File: src/rtl/batrider_gfx_bank_arbiter.sv
// Four-requester arbiter for one shared SDRAM read bank. Each 32-bit fetch
// becomes a two-beat 16-bit burst, and each requester has a one-entry tag/data cache.
module batrider_gfx_bank_arbiter #(
  parameter bit          RR_EN   = 1'b1,
  parameter logic [21:0] OFFSET0 = 22'd0,
  parameter logic [21:0] OFFSET1 = 22'd0,
  parameter logic [21:0] OFFSET2 = 22'd0,
  parameter logic [21:0] OFFSET3 = 22'd0
) (
  input  logic        CLK,
  input  logic        RESET_N,
  input  logic [3:0]  REQ_CS,
  input  logic [21:0] REQ_ADDR0,
  input  logic [21:0] REQ_ADDR1,
  input  logic [21:0] REQ_ADDR2,
  input  logic [21:0] REQ_ADDR3,
  output logic [3:0]  REQ_OK,
  output logic [31:0] REQ_DOUT0,
  output logic [31:0] REQ_DOUT1,
  output logic [31:0] REQ_DOUT2,
  output logic [31:0] REQ_DOUT3,
  output logic [21:0] BA_ADDR,
  output logic        BA_RD,
  input  logic        BA_ACK,
  input  logic        BA_DST,
  input  logic        BA_DOK,
  input  logic        BA_RDY,
  input  logic [15:0] DATA_READ,
  output logic        BUSY,
  output logic [1:0]  dbg_state
);

  typedef enum logic [1:0] {
    S_IDLE = 2'd0,
    S_REQ  = 2'd1,
    S_DATA = 2'd2,
    S_DONE = 2'd3
  } state_t;

  localparam logic [21:0] OFFS [4] = '{OFFSET0, OFFSET1, OFFSET2, OFFSET3};

  // Handshake: BA_RD rises with BA_ADDR valid and both hold until the cycle
  // BA_ACK is seen high (that cycle included); beats are accepted only after ACK.
  state_t      state_q, state_d;
  logic [1:0]  grant_q, grant_d;
  logic [1:0]  last_q, last_d;
  logic [21:0] addr_q, addr_d;
  logic [21:0] ba_addr_q, ba_addr_d;
  logic        ba_rd_q, ba_rd_d;
  logic [1:0]  beat_q, beat_d;
  logic [3:0]  valid_q, valid_d;
  logic [21:0] tag_q [4];
  logic [21:0] tag_d [4];
  logic [31:0] dout_q [4];
  logic [31:0] dout_d [4];

  logic [21:0] req_addr [4];
  logic [3:0]  hit, miss;
  logic [1:0]  pick, scan_idx;
  logic        found;
  logic        dst_unused;

  assign req_addr[0] = REQ_ADDR0;
  assign req_addr[1] = REQ_ADDR1;
  assign req_addr[2] = REQ_ADDR2;
  assign req_addr[3] = REQ_ADDR3;
  assign dst_unused  = BA_DST;

  always_comb begin
    for (int n = 0; n < 4; n++) begin
      hit[n] = valid_q[n] && (tag_q[n] == req_addr[n]);
    end
  end

  assign miss   = REQ_CS & ~hit;
  assign REQ_OK = REQ_CS & hit;

  // Round-robin scan starts one past the last granted requester.
  always_comb begin
    pick     = 2'd0;
    found    = 1'b0;
    scan_idx = 2'd0;
    for (int i = 0; i < 4; i++) begin
      scan_idx = RR_EN ? 2'(last_q + 2'(i + 1)) : 2'(i);
      if (!found && miss[scan_idx]) begin
        pick  = scan_idx;
        found = 1'b1;
      end
    end
  end

  always_comb begin
    state_d   = state_q;
    grant_d   = grant_q;
    last_d    = last_q;
    addr_d    = addr_q;
    ba_addr_d = ba_addr_q;
    ba_rd_d   = ba_rd_q;
    beat_d    = beat_q;
    valid_d   = valid_q;
    tag_d     = tag_q;
    dout_d    = dout_q;
    case (state_q)
      S_IDLE: begin
        if (found) begin
          grant_d       = pick;
          addr_d        = req_addr[pick];
          ba_addr_d     = req_addr[pick] + OFFS[pick];
          ba_rd_d       = 1'b1;
          valid_d[pick] = 1'b0;
          beat_d        = 2'd0;
          state_d       = S_REQ;
        end
      end
      S_REQ: begin
        if (BA_ACK) begin
          ba_rd_d = 1'b0;
          state_d = S_DATA;
        end
      end
      S_DATA: begin
        if (BA_DOK) begin
          if (beat_q == 2'd0) begin
            dout_d[grant_q][15:0] = DATA_READ;
            beat_d                = 2'd1;
          end else if (beat_q == 2'd1) begin
            dout_d[grant_q][31:16] = DATA_READ;
            beat_d                 = 2'd2;
          end
        end
        if (BA_RDY) begin
          state_d = S_DONE;
        end
      end
      S_DONE: begin
        tag_d[grant_q]   = addr_q;
        valid_d[grant_q] = 1'b1;
        last_d           = grant_q;
        state_d          = S_IDLE;
      end
      default: state_d = S_IDLE;
    endcase
  end

  always_ff @(posedge CLK or negedge RESET_N) begin
    if (!RESET_N) begin
      state_q   <= S_IDLE;
      grant_q   <= 2'd0;
      last_q    <= 2'd0;
      addr_q    <= 22'd0;
      ba_addr_q <= 22'd0;
      ba_rd_q   <= 1'b0;
      beat_q    <= 2'd0;
      valid_q   <= 4'd0;
      for (int n = 0; n < 4; n++) begin
        tag_q[n]  <= 22'd0;
        dout_q[n] <= 32'd0;
      end
    end else begin
      state_q   <= state_d;
      grant_q   <= grant_d;
      last_q    <= last_d;
      addr_q    <= addr_d;
      ba_addr_q <= ba_addr_d;
      ba_rd_q   <= ba_rd_d;
      beat_q    <= beat_d;
      valid_q   <= valid_d;
      tag_q     <= tag_d;
      dout_q    <= dout_d;
    end
  end

  assign REQ_DOUT0 = dout_q[0];
  assign REQ_DOUT1 = dout_q[1];
  assign REQ_DOUT2 = dout_q[2];
  assign REQ_DOUT3 = dout_q[3];
  assign BA_ADDR   = ba_addr_q;
  assign BA_RD     = ba_rd_q;
  assign BUSY      = (state_q != S_IDLE);
  assign dbg_state = state_q;

endmodule

File: config.mk
export PLATFORM = sky130hd
export DESIGN_NAME = batrider_gfx_bank_arbiter
export DESIGN_NICKNAME = d
export VERILOG_FILES = /design/src/rtl/batrider_gfx_bank_arbiter.sv
export SDC_FILE = /design/constraint.sdc
export NUM_CORES = 1
export LEC_CHECK = 0
export ABC_AREA = 1
export CELL_PAD_IN_SITES_DETAIL_PLACEMENT = 2
export CELL_PAD_IN_SITES_GLOBAL_PLACEMENT = 2
export CORE_MARGIN = 10
export CORE_UTILIZATION = 28
export DETAILED_ROUTE_END_ITERATION = 8
export GPL_ROUTABILITY_DRIVEN = 0
export GPL_TIMING_DRIVEN = 0
export PLACE_DENSITY_LB_ADDON = 0.1
export SYNTH_ARGS = -nofsm -noshare
export SYNTH_HDL_FRONTEND = slang
export SYNTH_SLANG_ARGS = --single-unit
export TNS_END_PERCENT = 1
File: constraint.sdc
create_clock -name CLK -period 2.85 [get_ports CLK]
set_clock_uncertainty 0.05 [all_clocks]
set_input_delay 0.57 -clock CLK [delete_from_list [all_inputs] [get_ports CLK]]
set_output_delay 0.57 -clock CLK [all_outputs]
set_load 0.03 [all_outputs]
==> run summary <==
status: finished, violations left
failing checks: setup timing
hold_ws: 0.374 ns
post-synthesis compound-gate area fraction: 10.6%
gr ovfl total: 0
DRT Pass-1 Iters: 5
final slew viol count: 0
commonest non-fill, non-tap cell in the layout: nand2_1
top-area cell type share of the netlist area: 52.1%
via/cell ratio: 4.89
layout cells sized above 1: 11.4%
Slew HR: 45.0%
Post-Synthesis Cells: 1618
Mapped Area: 12000 um2
LEAKAGE: 0.00903 uW
DPL Wire Length: 46100 um
register area share after synthesis: 52.1%
Min Clock Period, post-route: 2.90 ns
crit-path cells: nand2_1, inv_1, nor2_2, nor2_1, nand2_1, nor2_4, nand3_4, nand3_4, nand2_4, o21ai_4, nand4_4, nand2_4, nand2_8, nand2_8, buf_12, buf_12, nand2_1, nand2_2, nand2_2, nand2_1, nand2_1, nand2_1
die height: 227 um
Ports: 272
Post-Synth Adder-Cell Area: 0.415%
Seq cells post-synth: 251
gr usage total: 22.9%
chip width: 227 um
Remaining DRCs: 0
WL final: 60400 um
Final Non-Filler Cells: 2515
Crit Path Max Fanout: 8
family with the most delay on the worst path: simple AND/OR/NAND/NOR gates
ANT nets after route: 0
setup TNS: -0.521 ns
Avg Inst Size Synth: 7.45 um2
Worst Setup End Kind: flop
pwr/cell area: 1350 nW/um2
Worst Slack Setup Final: -0.0490 ns
clock sinks: 251
Cell Rows: 75
Post-Syn Nets: 1736
largest family of logic cells by synthesized area: simple AND/OR/NAND/NOR gates
H-tree depth: 1
class of the worst hold path: in2async
TritonCTS clock tree: yes
Final Cycle Share: 102%
final hold viol count: 0
Final Cell Area: 17500 um2
fmax: 345 MHz
initial DRC count: 723
Crit Path Class: reg2reg
first-pass GRT wire length: 88700 um
RSZ-0062 raised after global routing: yes
Worst R2R Path Depth: 22
commonest non-fill, non-tap cells in the layout: nand2_1, dfrtp_1, o21ai_0, clkdlybuf4s50_1, inv_1
nets@finish: 2066
Most common cell on crit path: nand2_1
CTS Root Cell: clkbuf_16
Post-DP Area: 15500 um2
Final setup viols: 17
clk_lat worst skew: 0.59 ns
core area: 42200 um2
Reg clk slew, reported paths: 0.06 ns
Post-Synth XOR/XNOR Area: 0.717%
Simple-Gate Fraction of Synth Area: 27.9%
Wirelength per Cell: 24.0 um
CP max-delay cell: dfrtp_1
Area Overhead vs Synth: 45.5%
dpl cells: 2430
Area contributors post-synth: dfrtp_1, nand2_1, o21ai_0
# port buffers: 270
TritonCTS Buffers: 31
post-synthesis mux area share: 0.280%
Synth warnings: 0
Worst-Margin Slew: 0.825 ns
Synth cell types: 31
Stages on worst setup path: 22
pre-CTS setup slack: -1.39 ns
clock buffer depth: 3
Max Cap Violations: 0
Worst Setup Start Kind: flop
initial antenna violation count: 3
vias: 12300
die area: 51700 um2
peak supply drop: 0.000723 V
largest net degree at the start of global routing: 80
Crit path buffers/inverters: 3
Req. time, crit path: 3.33 ns
initial core utilization: 28.5%
post-synth top area cell: dfrtp_1
data arrival time of the critical path: 3.38 ns
number of global-route vias before repair: 13500
CP peak stage delay: 0.39 ns
worst reg2reg max path: cells and delay by family (launching register included):
kind / cells / cell delay (ns)
buffers and inverters: 3 / 0.37
flip-flops: 1 / 0.39
AND/OR/NAND/NOR: 18 / 1.83
AO/OA/AOI/OAI: 1 / 0.20
state kept, by name, summed over array words and instances (netlist names):
signal	cells
REQ_DOUT0	32
dbg_state	2
REQ_DOUT1	32
grant_q	2
last_q	2
valid_q	4
tag_q	88
BA_RD	1
REQ_DOUT2	32
beat_q	2
REQ_DOUT3	32
addr_q	22
power by group:
part	leakage, uW	switching (uW)	internal (uW)	total, uW
Combinational	0.00520	8240	4570	12800
Sequential	0.00329	1450	5170	6610
Clock	0.000544	1710	2560	4270
final cells by class:
type                    count  area [um2]
multi-input cells        1118        5310
well taps                 539         674
plain buffers              63         340
fillers                  4810       24700
diodes                      3        7.51
flip-flops and latches    251        6280
clock buffers              48         950
repair buffers            297        3140
inverters                 186         698
clock inverters            10         144
cell families (layout without fill, tap and decap cells):
logic type / count (synthesis) / count (layout)
compound gates: 248 / 248
fa+ha+maj: 4 / 4
flops: 251 / 251
mux: 3 / 3
xor+xnor: 9 / 9
simple gates: 854 / 854
buf+inv: 249 / 604
other cells: 0 / 3
routing by layer:
layer | share of wire [%] | track usage, %
met3 | 4.7 | 3.31
met5 | 0.012 | 0
met1 | 45 | 30.9
met4 | 1.4 | 3.72
met2 | 49 | 38.6
final timing paths:
path / start / end / slack [ns]
max in group asynchronous: RESET_N / BA_RD / 1.26
worst min-delay path: RESET_N / tag_q[85] / 0.37
worst max-delay path: tag_q[14] / addr_q[19] / -0.05
worst min register to register: REQ_DOUT0[31] / REQ_DOUT0[31] / 0.44
worst max register to register: tag_q[14] / addr_q[19] / -0.05
min in group CLK: REQ_ADDR3[14] / addr_q[14] / 0.43
synth_stat cells:
| master | instances |
|---|---|
| dfrtp_1 | 251 |
| mux2_2 | 3 |
| nand2_1 | 656 |
| nor2_2 | 1 |
| o21a_1 | 1 |
| clkbuf_1 | 47 |
| inv_1 | 183 |
| o21ai_0 | 228 |
| and3_1 | 1 |
| nand2_2 | 2 |
| nand2_4 | 2 |
| nand3_2 | 1 |
| clkinv_1 | 2 |
| xnor2_1 | 8 |
| a21o_1 | 1 |
| ha_1 | 4 |
| o211ai_2 | 1 |
| a21oi_1 | 7 |
| a31oi_1 | 1 |
| nor3_1 | 3 |
| nor2_1 | 109 |
| buf_2 | 14 |
| o21ai_1 | 6 |
| xnor2_2 | 1 |
| nand3_1 | 75 |
| inv_2 | 1 |
| o21ai_4 | 1 |
| nand4_1 | 3 |
| o31ai_1 | 2 |
| buf_6 | 2 |
| nand4_4 | 1 |
metrics by stage:
| stage | power [uW] | util (%) |
|---|---|---|
| after global routing | 25200 | 41.5 |
| after floorplan | 12500 | - |
| after CTS | 22800 | 39.8 |
| final | 23700 | 41.5 |
| after global placement | 17600 | 36.5 |
| after detailed placement | 18000 | 36.7 |
timing repair:
action,CTS,global route
hold endpoints to repair,29,0
buffers inserted,8,14
setup endpoints to repair,59,37
cloned,0,1
pin swaps,8,80
gates resized for setup,87,188
hold buffers,1,0
No activity file was read; power rests on OpenSTA's default activity.
